[config.mk]
export PLATFORM = sky130hd
export DESIGN_NAME = counter_compare_monitor_flat
export DESIGN_NICKNAME = d
export VERILOG_FILES = /design/src/rtl/counter_compare_monitor_pkg.sv /design/src/rtl/counter_compare_monitor_if.sv /design/src/rtl/counter_compare_monitor_channel.sv /design/src/rtl/counter_compare_monitor.sv /design/src/flat_wrapper.sv
export SDC_FILE = /design/constraint.sdc
export NUM_CORES = 2
export LEC_CHECK = 0
export BUFFER_PORTS_ARGS = -buffer_cell sky130_fd_sc_hd__buf_2
export CAP_MARGIN = 25
export CELL_PAD_IN_SITES_DETAIL_PLACEMENT = 0
export CELL_PAD_IN_SITES_GLOBAL_PLACEMENT = 1
export CORE_UTILIZATION = 45
export CTS_CLUSTER_DIAMETER = 40
export CTS_CLUSTER_SIZE = 28
export DETAILED_ROUTE_END_ITERATION = 8
export PLACE_DENSITY_LB_ADDON = 0.1
export REMOVE_ABC_BUFFERS = 1
export SETUP_SLACK_MARGIN = 0.3
export SYNTH_ARGS = -nofsm -noshare
export SYNTH_HDL_FRONTEND = slang
export SYNTH_SLANG_ARGS = --single-unit
[constraint.sdc]
create_clock -name clk -period 15.6 [get_ports clk]
set_clock_uncertainty 0.05 [all_clocks]
set_input_delay 2.34 -clock clk [delete_from_list [all_inputs] [get_ports clk]]
set_output_delay 2.34 -clock clk [all_outputs]
set_load 0.01 [all_outputs]
[src/rtl/counter_compare_monitor_pkg.sv]
// Shared types and helpers for the golden-versus-implementation counter comparator.
package counter_compare_pkg;

  typedef enum logic [1:0] {IDLE, RUN, DONE} ccm_state_e;

  localparam int MAX_CH = 32;

  // Width of a channel index; never below one bit so a single channel still has a port.
  function automatic int ch_idx_w(input int n);
    return (n <= 1) ? 1 : $clog2(n);
  endfunction

  function automatic logic [5:0] popcount(input logic [MAX_CH-1:0] v);
    logic [5:0] acc;
    acc = '0;
    for (int i = 0; i < MAX_CH; i++) begin
      acc = acc + {5'd0, v[i]};
    end
    return acc;
  endfunction

endpackage

[src/rtl/counter_compare_monitor_if.sv]
// Control, sample and result bundle of the comparator; master drives samples, slave is the monitor.
interface counter_compare_monitor_if #(
  parameter int NUM_CH = 16,
  parameter int CNT_W  = 8,
  parameter int CHK_W  = 16,
  parameter int ERR_W  = 16
) ();
  import counter_compare_pkg::*;

  localparam int IDX_W = ch_idx_w(NUM_CH);

  // Handshake: sample_vld[i] qualifies golden/dut slice i for exactly the cycle it is high; there is no back-pressure.
  logic                    start;
  logic [CHK_W-1:0]        num_checks;
  logic [NUM_CH-1:0]       sample_vld;
  logic [NUM_CH*CNT_W-1:0] golden_cnt;
  logic [NUM_CH*CNT_W-1:0] dut_cnt;

  logic                    busy;
  logic                    done;
  logic                    pass;
  logic [ERR_W-1:0]        mismatch_cnt;
  logic [NUM_CH-1:0]       ch_fail;
  logic [NUM_CH-1:0]       ch_done;
  logic                    first_err_vld;
  logic [IDX_W-1:0]        first_err_ch;
  logic [CNT_W-1:0]        first_err_golden;
  logic [CNT_W-1:0]        first_err_dut;
  ccm_state_e              fsm_state;

  modport master (
    output start, num_checks, sample_vld, golden_cnt, dut_cnt,
    input  busy, done, pass, mismatch_cnt, ch_fail, ch_done,
           first_err_vld, first_err_ch, first_err_golden, first_err_dut, fsm_state
  );

  modport slave (
    input  start, num_checks, sample_vld, golden_cnt, dut_cnt,
    output busy, done, pass, mismatch_cnt, ch_fail, ch_done,
           first_err_vld, first_err_ch, first_err_golden, first_err_dut, fsm_state
  );

endinterface

[src/rtl/counter_compare_monitor_channel.sv]
// One compared channel: check counter, sticky done/fail flags and a combinational mismatch pulse.
module compare_channel #(
  parameter int CNT_W = 8,
  parameter int CHK_W = 16
) (
  input  logic             clk_i,
  input  logic             rst_i,
  input  logic             clear_i,
  input  logic             run_i,
  input  logic             sample_vld_i,
  input  logic [CNT_W-1:0] golden_i,
  input  logic [CNT_W-1:0] dut_i,
  input  logic [CHK_W-1:0] num_checks_i,
  output logic             ch_done_o,
  output logic             ch_fail_o,
  output logic             mismatch_o
);

  logic [CHK_W-1:0] count_q, count_d;
  logic             done_q, done_d;
  logic             fail_q, fail_d;
  logic             accept;

  // The count test also blocks acceptance on the first cycle of a zero-check run.
  always_comb begin
    accept     = run_i & sample_vld_i & ~done_q & (count_q != num_checks_i);
    mismatch_o = accept & (golden_i != dut_i);
    count_d    = count_q;
    done_d     = done_q;
    fail_d     = fail_q;
    if (clear_i) begin
      count_d = '0;
      done_d  = 1'b0;
      fail_d  = 1'b0;
    end else if (run_i) begin
      if (accept) count_d = count_q + CHK_W'(1);
      done_d = done_q | (count_d == num_checks_i);
      fail_d = fail_q | mismatch_o;
    end
  end

  always_ff @(posedge clk_i or posedge rst_i) begin
    if (rst_i) begin
      count_q <= '0;
      done_q  <= 1'b0;
      fail_q  <= 1'b0;
    end else begin
      count_q <= count_d;
      done_q  <= done_d;
      fail_q  <= fail_d;
    end
  end

  assign ch_done_o = done_q;
  assign ch_fail_o = fail_q;

endmodule

[src/rtl/counter_compare_monitor.sv]
// Run FSM, saturating mismatch total and first-failure snapshot over NUM_CH compare channels.
module counter_compare_monitor
  import counter_compare_pkg::*;
#(
  parameter int NUM_CH = 16,
  parameter int CNT_W  = 8,
  parameter int CHK_W  = 16,
  parameter int ERR_W  = 16
) (
  input  logic                     clk,
  input  logic                     reset,
  counter_compare_monitor_if.slave bus
);

  localparam int IDX_W = ch_idx_w(NUM_CH);

  ccm_state_e        state_q, state_d;
  logic              clear, run;
  logic [CHK_W-1:0]  num_q, num_d;
  logic [ERR_W-1:0]  mism_q, mism_d;
  logic              pass_q, pass_d;
  logic              fvld_q, fvld_d;
  logic [IDX_W-1:0]  fch_q, fch_d;
  logic [CNT_W-1:0]  fgold_q, fgold_d;
  logic [CNT_W-1:0]  fdut_q, fdut_d;
  logic [NUM_CH-1:0] mism_w, ch_done_w, ch_fail_w;
  logic [MAX_CH-1:0] mism_ext;
  logic [ERR_W+6:0]  sum_w;

  assign run = (state_q == RUN);

  for (genvar i = 0; i < NUM_CH; i++) begin : g_ch
    compare_channel #(.CNT_W(CNT_W), .CHK_W(CHK_W)) u_ch (
      .clk_i        (clk),
      .rst_i        (reset),
      .clear_i      (clear),
      .run_i        (run),
      .sample_vld_i (bus.sample_vld[i]),
      .golden_i     (bus.golden_cnt[i*CNT_W +: CNT_W]),
      .dut_i        (bus.dut_cnt[i*CNT_W +: CNT_W]),
      .num_checks_i (num_q),
      .ch_done_o    (ch_done_w[i]),
      .ch_fail_o    (ch_fail_w[i]),
      .mismatch_o   (mism_w[i])
    );
  end

  always_comb begin
    state_d = state_q;
    clear   = 1'b0;
    num_d   = num_q;
    case (state_q)
      IDLE, DONE: if (bus.start) begin
        state_d = RUN;
        clear   = 1'b1;
        num_d   = bus.num_checks;
      end
      RUN: if (&ch_done_w) state_d = DONE;
      default: state_d = IDLE;
    endcase
  end

  // Sum is wide enough for an all-ones total plus 32 simultaneous mismatches.
  always_comb begin
    mism_ext              = '0;
    mism_ext[NUM_CH-1:0]  = mism_w;
    sum_w = {7'd0, mism_q} + {{(ERR_W+1){1'b0}}, popcount(mism_ext)};
    if (clear) mism_d = '0;
    else if (sum_w > {7'd0, {ERR_W{1'b1}}}) mism_d = '1;
    else mism_d = sum_w[ERR_W-1:0];
    pass_d = (state_d == DONE) && (mism_d == '0);
  end

  // Descending scan leaves the lowest mismatching channel in the snapshot.
  always_comb begin
    fvld_d  = fvld_q;
    fch_d   = fch_q;
    fgold_d = fgold_q;
    fdut_d  = fdut_q;
    if (clear) begin
      fvld_d  = 1'b0;
      fch_d   = '0;
      fgold_d = '0;
      fdut_d  = '0;
    end else if (!fvld_q) begin
      for (int i = NUM_CH - 1; i >= 0; i--) begin
        if (mism_w[i]) begin
          fvld_d  = 1'b1;
          fch_d   = IDX_W'(i);
          fgold_d = bus.golden_cnt[i*CNT_W +: CNT_W];
          fdut_d  = bus.dut_cnt[i*CNT_W +: CNT_W];
        end
      end
    end
  end

  always_ff @(posedge clk or posedge reset) begin
    if (reset) begin
      state_q <= IDLE;
      num_q   <= '0;
      mism_q  <= '0;
      pass_q  <= 1'b0;
      fvld_q  <= 1'b0;
      fch_q   <= '0;
      fgold_q <= '0;
      fdut_q  <= '0;
    end else begin
      state_q <= state_d;
      num_q   <= num_d;
      mism_q  <= mism_d;
      pass_q  <= pass_d;
      fvld_q  <= fvld_d;
      fch_q   <= fch_d;
      fgold_q <= fgold_d;
      fdut_q  <= fdut_d;
    end
  end

  assign bus.busy             = (state_q == RUN);
  assign bus.done             = (state_q == DONE);
  assign bus.pass             = pass_q;
  assign bus.mismatch_cnt     = mism_q;
  assign bus.ch_fail          = ch_fail_w;
  assign bus.ch_done          = ch_done_w;
  assign bus.first_err_vld    = fvld_q;
  assign bus.first_err_ch     = fch_q;
  assign bus.first_err_golden = fgold_q;
  assign bus.first_err_dut    = fdut_q;
  assign bus.fsm_state        = state_q;

endmodule

[src/flat_wrapper.sv]
// flat-port wrapper written by rule: the top's interface ports become plain ports
module counter_compare_monitor_flat import counter_compare_pkg::*;
#(
  parameter int NUM_CH = 16,
  parameter int CNT_W  = 8,
  parameter int CHK_W  = 16,
  parameter int ERR_W  = 16
)
  (clk, reset, bus_start, bus_num_checks, bus_sample_vld, bus_golden_cnt, bus_dut_cnt, bus_busy, bus_done, bus_pass, bus_mismatch_cnt, bus_ch_fail, bus_ch_done, bus_first_err_vld, bus_first_err_ch, bus_first_err_golden, bus_first_err_dut, bus_fsm_state);
  counter_compare_monitor_if #(.NUM_CH(NUM_CH), .CNT_W(CNT_W), .CHK_W(CHK_W), .ERR_W(ERR_W)) bus_i ();
  input  logic clk;
  input  logic reset;
  input wire logic [$bits(bus_i.start)-1:0] bus_start;
  input wire logic [$bits(bus_i.num_checks)-1:0] bus_num_checks;
  input wire logic [$bits(bus_i.sample_vld)-1:0] bus_sample_vld;
  input wire logic [$bits(bus_i.golden_cnt)-1:0] bus_golden_cnt;
  input wire logic [$bits(bus_i.dut_cnt)-1:0] bus_dut_cnt;
  output wire logic [$bits(bus_i.busy)-1:0] bus_busy;
  output wire logic [$bits(bus_i.done)-1:0] bus_done;
  output wire logic [$bits(bus_i.pass)-1:0] bus_pass;
  output wire logic [$bits(bus_i.mismatch_cnt)-1:0] bus_mismatch_cnt;
  output wire logic [$bits(bus_i.ch_fail)-1:0] bus_ch_fail;
  output wire logic [$bits(bus_i.ch_done)-1:0] bus_ch_done;
  output wire logic [$bits(bus_i.first_err_vld)-1:0] bus_first_err_vld;
  output wire logic [$bits(bus_i.first_err_ch)-1:0] bus_first_err_ch;
  output wire logic [$bits(bus_i.first_err_golden)-1:0] bus_first_err_golden;
  output wire logic [$bits(bus_i.first_err_dut)-1:0] bus_first_err_dut;
  output wire logic [$bits(bus_i.fsm_state)-1:0] bus_fsm_state;
  assign bus_i.start = bus_start;
  assign bus_i.num_checks = bus_num_checks;
  assign bus_i.sample_vld = bus_sample_vld;
  assign bus_i.golden_cnt = bus_golden_cnt;
  assign bus_i.dut_cnt = bus_dut_cnt;
  assign bus_busy = bus_i.busy;
  assign bus_done = bus_i.done;
  assign bus_pass = bus_i.pass;
  assign bus_mismatch_cnt = bus_i.mismatch_cnt;
  assign bus_ch_fail = bus_i.ch_fail;
  assign bus_ch_done = bus_i.ch_done;
  assign bus_first_err_vld = bus_i.first_err_vld;
  assign bus_first_err_ch = bus_i.first_err_ch;
  assign bus_first_err_golden = bus_i.first_err_golden;
  assign bus_first_err_dut = bus_i.first_err_dut;
  assign bus_fsm_state = bus_i.fsm_state;
  counter_compare_monitor #(.NUM_CH(NUM_CH), .CNT_W(CNT_W), .CHK_W(CHK_W), .ERR_W(ERR_W)) u_core (.clk(clk), .reset(reset), .bus(bus_i));
endmodule
==> results.md <==
* Most frequent cells in the layout: nand2_1, buf_2, dfrtp_1
* Worst skew pair latency at 0.61 ns
* CTS Buf Count at 73
* CP max stage delay at 0.67 ns
* Top layer reached by signal wires: met4
* Post-Syn Instances at 3473
* Yosys cell types at 100
* R2r setup slk at 6.26 ns
* Starting Density at 0.455
* Rel. slew slack at 0.223
* CP endpoint: u_core.bus.pass
* Critical Path RT at 16.02 ns
* Slew Viols, Final at 0
* Worst Path Buf+Inv at 6
* RSZ-0062 raised after global routing: no
* Grt total ovfl at 0
* Top_reg_cell synth: dfrtp_1
* Hold Buf Count CTS at 0
* Synthesis-to-finish area growth at 15.8%
* Pin count of the biggest net entering global routing at 151
* Total GRT Usage at 0.336
* DP HPWL at 80600 um
* Max-Cap Viols at 0
* #FFs+latches synth at 344
* Final routed DRC violation total at 0
* Avg Cell Area, Syn at 8.27 um^2
* WL met1 at 46000 um
* Max Freq at 102 MHz
* Clock sink count at 344
* Drt pass-1 iters at 6
* P per Cell Area at 134 nW/um^2
* Worst r2r src: u_core.num_q[9]
* Status: finished clean
* Core Area at 63100 um^2
* Rows at 92
* Post-Syn Area at 28700 um^2
* Initial antenna violation count at 5
* Input/output buffers at 364
* Worst Reg-to-Reg Cells at 27
* IR drop worst, VDD at 0.116 mV
* Top Ports at 365
* Critical Path Sink Type: flop
* Clk buf depth at 3
* HP Class: reg2reg
* Global placer's final weighted congestion at 0.979
* CTS tree: yes
* Final setup fails at 0
* Clock slew seen by the registers of the worst setup and hold paths at 0.04 ns
* Met2 WL at 50400 um
* Die height at 255 um
* Crit-path most repeated cell: fa_1
* Setup crit start: bus_sample_vld[0]
* Most common cell after layout, fill and taps aside: nand2_1
* Post-CTS Setup Bufs at 0
* Worst path depth at 25
* Number of synthesized flops with an enable pin at 0
* Critical Path Source Type: primary input
* Vias/cell at 6.10
* Final Critical Period at 9.83 ns
* Die area at 64800 um^2
* Ys async rst share at 1.00
* Htree depth at 3
* CTS resizes at 0
* DR WL/cell at 24.0 um
* Fillers at 6075
* Die width at 255 um
* Seq/Total Area, Yosys at 0.300
* Metal3 WL at 8430 um
* Placed instance count at 4475
* Critical R2R Capture: u_core.bus.pass
* Iteration-0 DRC Markers at 2521
* Period utilization at 0.630
* Post-route antenna net violation count at 0
* Synth warn at 0
* Vias in the first global route at 26918
* Nets at 4035
* Via count at 28107
* Layout cell share with drive strength beyond 1 at 0.164
* Worst-path maximum fanout at 13
* Root buffer cell: clkbuf_16
* Crit Path Class: in2reg
* Routed wire length at 111000 um
* Kind of cell adding the most delay to the critical path: adder cells
* Fin. Hold Viols at 0
* Setup tns final at 0 ns
* Final Non-Filler Cells at 4610
* Worst Tran Pin Value at 1.16 ns
* First-pass GRT wire length at 165000 um
* Leak Pwr at 0.0138 uW
* Crit path max-delay cell type: o21a_1
* Critical Path AT at 10.25 ns
[where the power goes]
part           total [uW]  leakage (uW)  internal, uW  switching, uW
Clock                1610       0.00122          1070            537
Combinational        1550       0.00809           654            895
Sequential           1300       0.00449          1040            257
Total                4450        0.0138          2760           1690
[flip-flops by register name (all words and copies together), names as in the netlist]
register                     count
u_core.bus.first_err_ch          4
u_core.bus.first_err_dut         8
u_core.bus.first_err_golden      8
u_core.bus.first_err_vld         1
u_core.bus.fsm_state             2
u_core.bus.mismatch_cnt         16
u_core.bus.pass                  1
u_core.g_ch.u_ch.ch_done_o      16
u_core.g_ch.u_ch.ch_fail_o      16
u_core.g_ch.u_ch.count_q       256
u_core.num_q                    16
[cells by family (layout without fill, tap and decap cells)]
| kind of cell | count (synthesis) | count (layout) | share of synthesized area |
|---|---|---|---|
| AND/OR/NAND/NOR | 1344 | 1344 | 0.237 |
| AO/OA/AOI/OAI | 732 | 732 | 0.175 |
| XOR/XNOR | 554 | 554 | 0.169 |
| flip-flops | 344 | 344 | 0.300 |
| buffers and inverters | 333 | 619 | 0.0543 |
| multiplexers | 126 | 126 | 0.0453 |
| adder cells (fa/ha/maj) | 40 | 40 | 0.0203 |
| other | 0 | 5 | 0 |
[layer usage]
metal,vias to the layer above,track usage
met3,260,0.0647
met1,13629,0.427
met5,-,0
met4,0,0.187
li1,13059,-
met2,1159,0.534
[worst min path at each step]
stage	slack, ns	to	from	cells after the start
6_report	0.42	u_core.g_ch[4].u_ch.ch_fail_o	u_core.g_ch[4].u_ch.ch_fail_o	2
5_1_grt	0.44	u_core.g_ch[13].u_ch.ch_fail_o	u_core.g_ch[13].u_ch.ch_fail_o	2
4_1_cts	0.42	u_core.g_ch[4].u_ch.ch_fail_o	u_core.g_ch[4].u_ch.ch_fail_o	2
3_5_place_dp	0.41	u_core.g_ch[4].u_ch.ch_fail_o	u_core.g_ch[4].u_ch.ch_fail_o	2
3_3_place_gp	0.41	u_core.g_ch[9].u_ch.ch_fail_o	u_core.g_ch[9].u_ch.ch_fail_o	2
2_1_floorplan	0.42	u_core.g_ch[2].u_ch.count_q[15]	u_core.g_ch[2].u_ch.count_q[15]	1
[layout make-up]
cell class,count,area (um^2),share of cell area
multi-input combinational,2796,18600,0.558
sequential,344,8620,0.259
timing repair buffer,409,2170,0.0652
clock buffer,94,2080,0.0625
tap,846,1060,0.0318
clock inverter,36,444,0.0134
inverter,80,308,0.00925
antenna,5,12.5,0.000376
[worst reg2reg max path: stages, from the launching register on]
cell,delay [ns]
dfrtp_1,0.82
buf_4,0.51
xnor2_1,0.21
nand4_1,0.10
or4_1,0.18
o21a_1,0.61
a21boi_2,0.51
clkinv_1,0.36
ha_1,0.45
inv_1,0.08
fa_1,0.49
fa_1,0.43
fa_1,0.50
inv_1,0.06
fa_1,0.49
inv_1,0.06
fa_1,0.41
fa_1,0.55
inv_1,0.06
fa_1,0.41
nand3_1,0.12
a21boi_0,0.11
o21bai_1,0.42
or3_1,0.44
a21oi_1,0.15
nor3b_1,0.24
nand4_1,0.13
nor4_1,0.26
[synthesized netlist by cell type, types with 12 or more instances]
cell type,number,area share
a21o_1,19,0.0050
or3_1,39,0.0085
buf_1,26,0.0034
nor2b_1,12,0.0026
nor2_1,191,0.025
nor3_1,79,0.014
and4_1,17,0.0052
o21a_1,12,0.0031
nand4_1,96,0.021
nand3_1,253,0.044
o21ai_0,198,0.034
a22oi_1,20,0.0052
xnor2_1,282,0.086
or4_1,17,0.0044
inv_1,72,0.0094
or2_2,12,0.0026
clkbuf_1,121,0.016
dfrtp_1,344,0.30
o41ai_1,16,0.0049
a211oi_1,21,0.0055
mux2_2,22,0.0086
o22ai_1,23,0.0050
o311ai_0,18,0.0055
o2111ai_1,14,0.0043
nand3b_1,18,0.0047
nand2_1,380,0.050
o21ai_1,16,0.0028
a221o_1,16,0.0056
a31oi_1,27,0.0059
ha_1,29,0.013
o211ai_1,66,0.017
buf_4,54,0.014
a211o_1,28,0.0085
o31ai_1,43,0.011
and3_1,58,0.013
a21oi_1,90,0.016
nor4_1,63,0.014
buf_2,44,0.0077
a32o_1,22,0.0077
mux2i_1,103,0.036
and2_1,27,0.0059
nand2b_1,22,0.0048
nor3b_1,23,0.0060
a221oi_1,12,0.0037
xor2_1,272,0.083
[metrics by stage]
stage               hold slack [ns]   util  setup slack [ns]  instance area (um^2)  power [uW]
floorplan                     0.418      -              3.67                 27500        2340
global placement              0.406  0.487              5.52                 30700        2790
detailed placement            0.409  0.487              5.31                 30700        2830
CTS                           0.419  0.527              5.92                 33300        4460
global route                  0.440  0.527              5.36                 33300        4730
finish                        0.421  0.527              5.77                 33300        4450
Note: power is estimated with default switching activity, not from simulation.
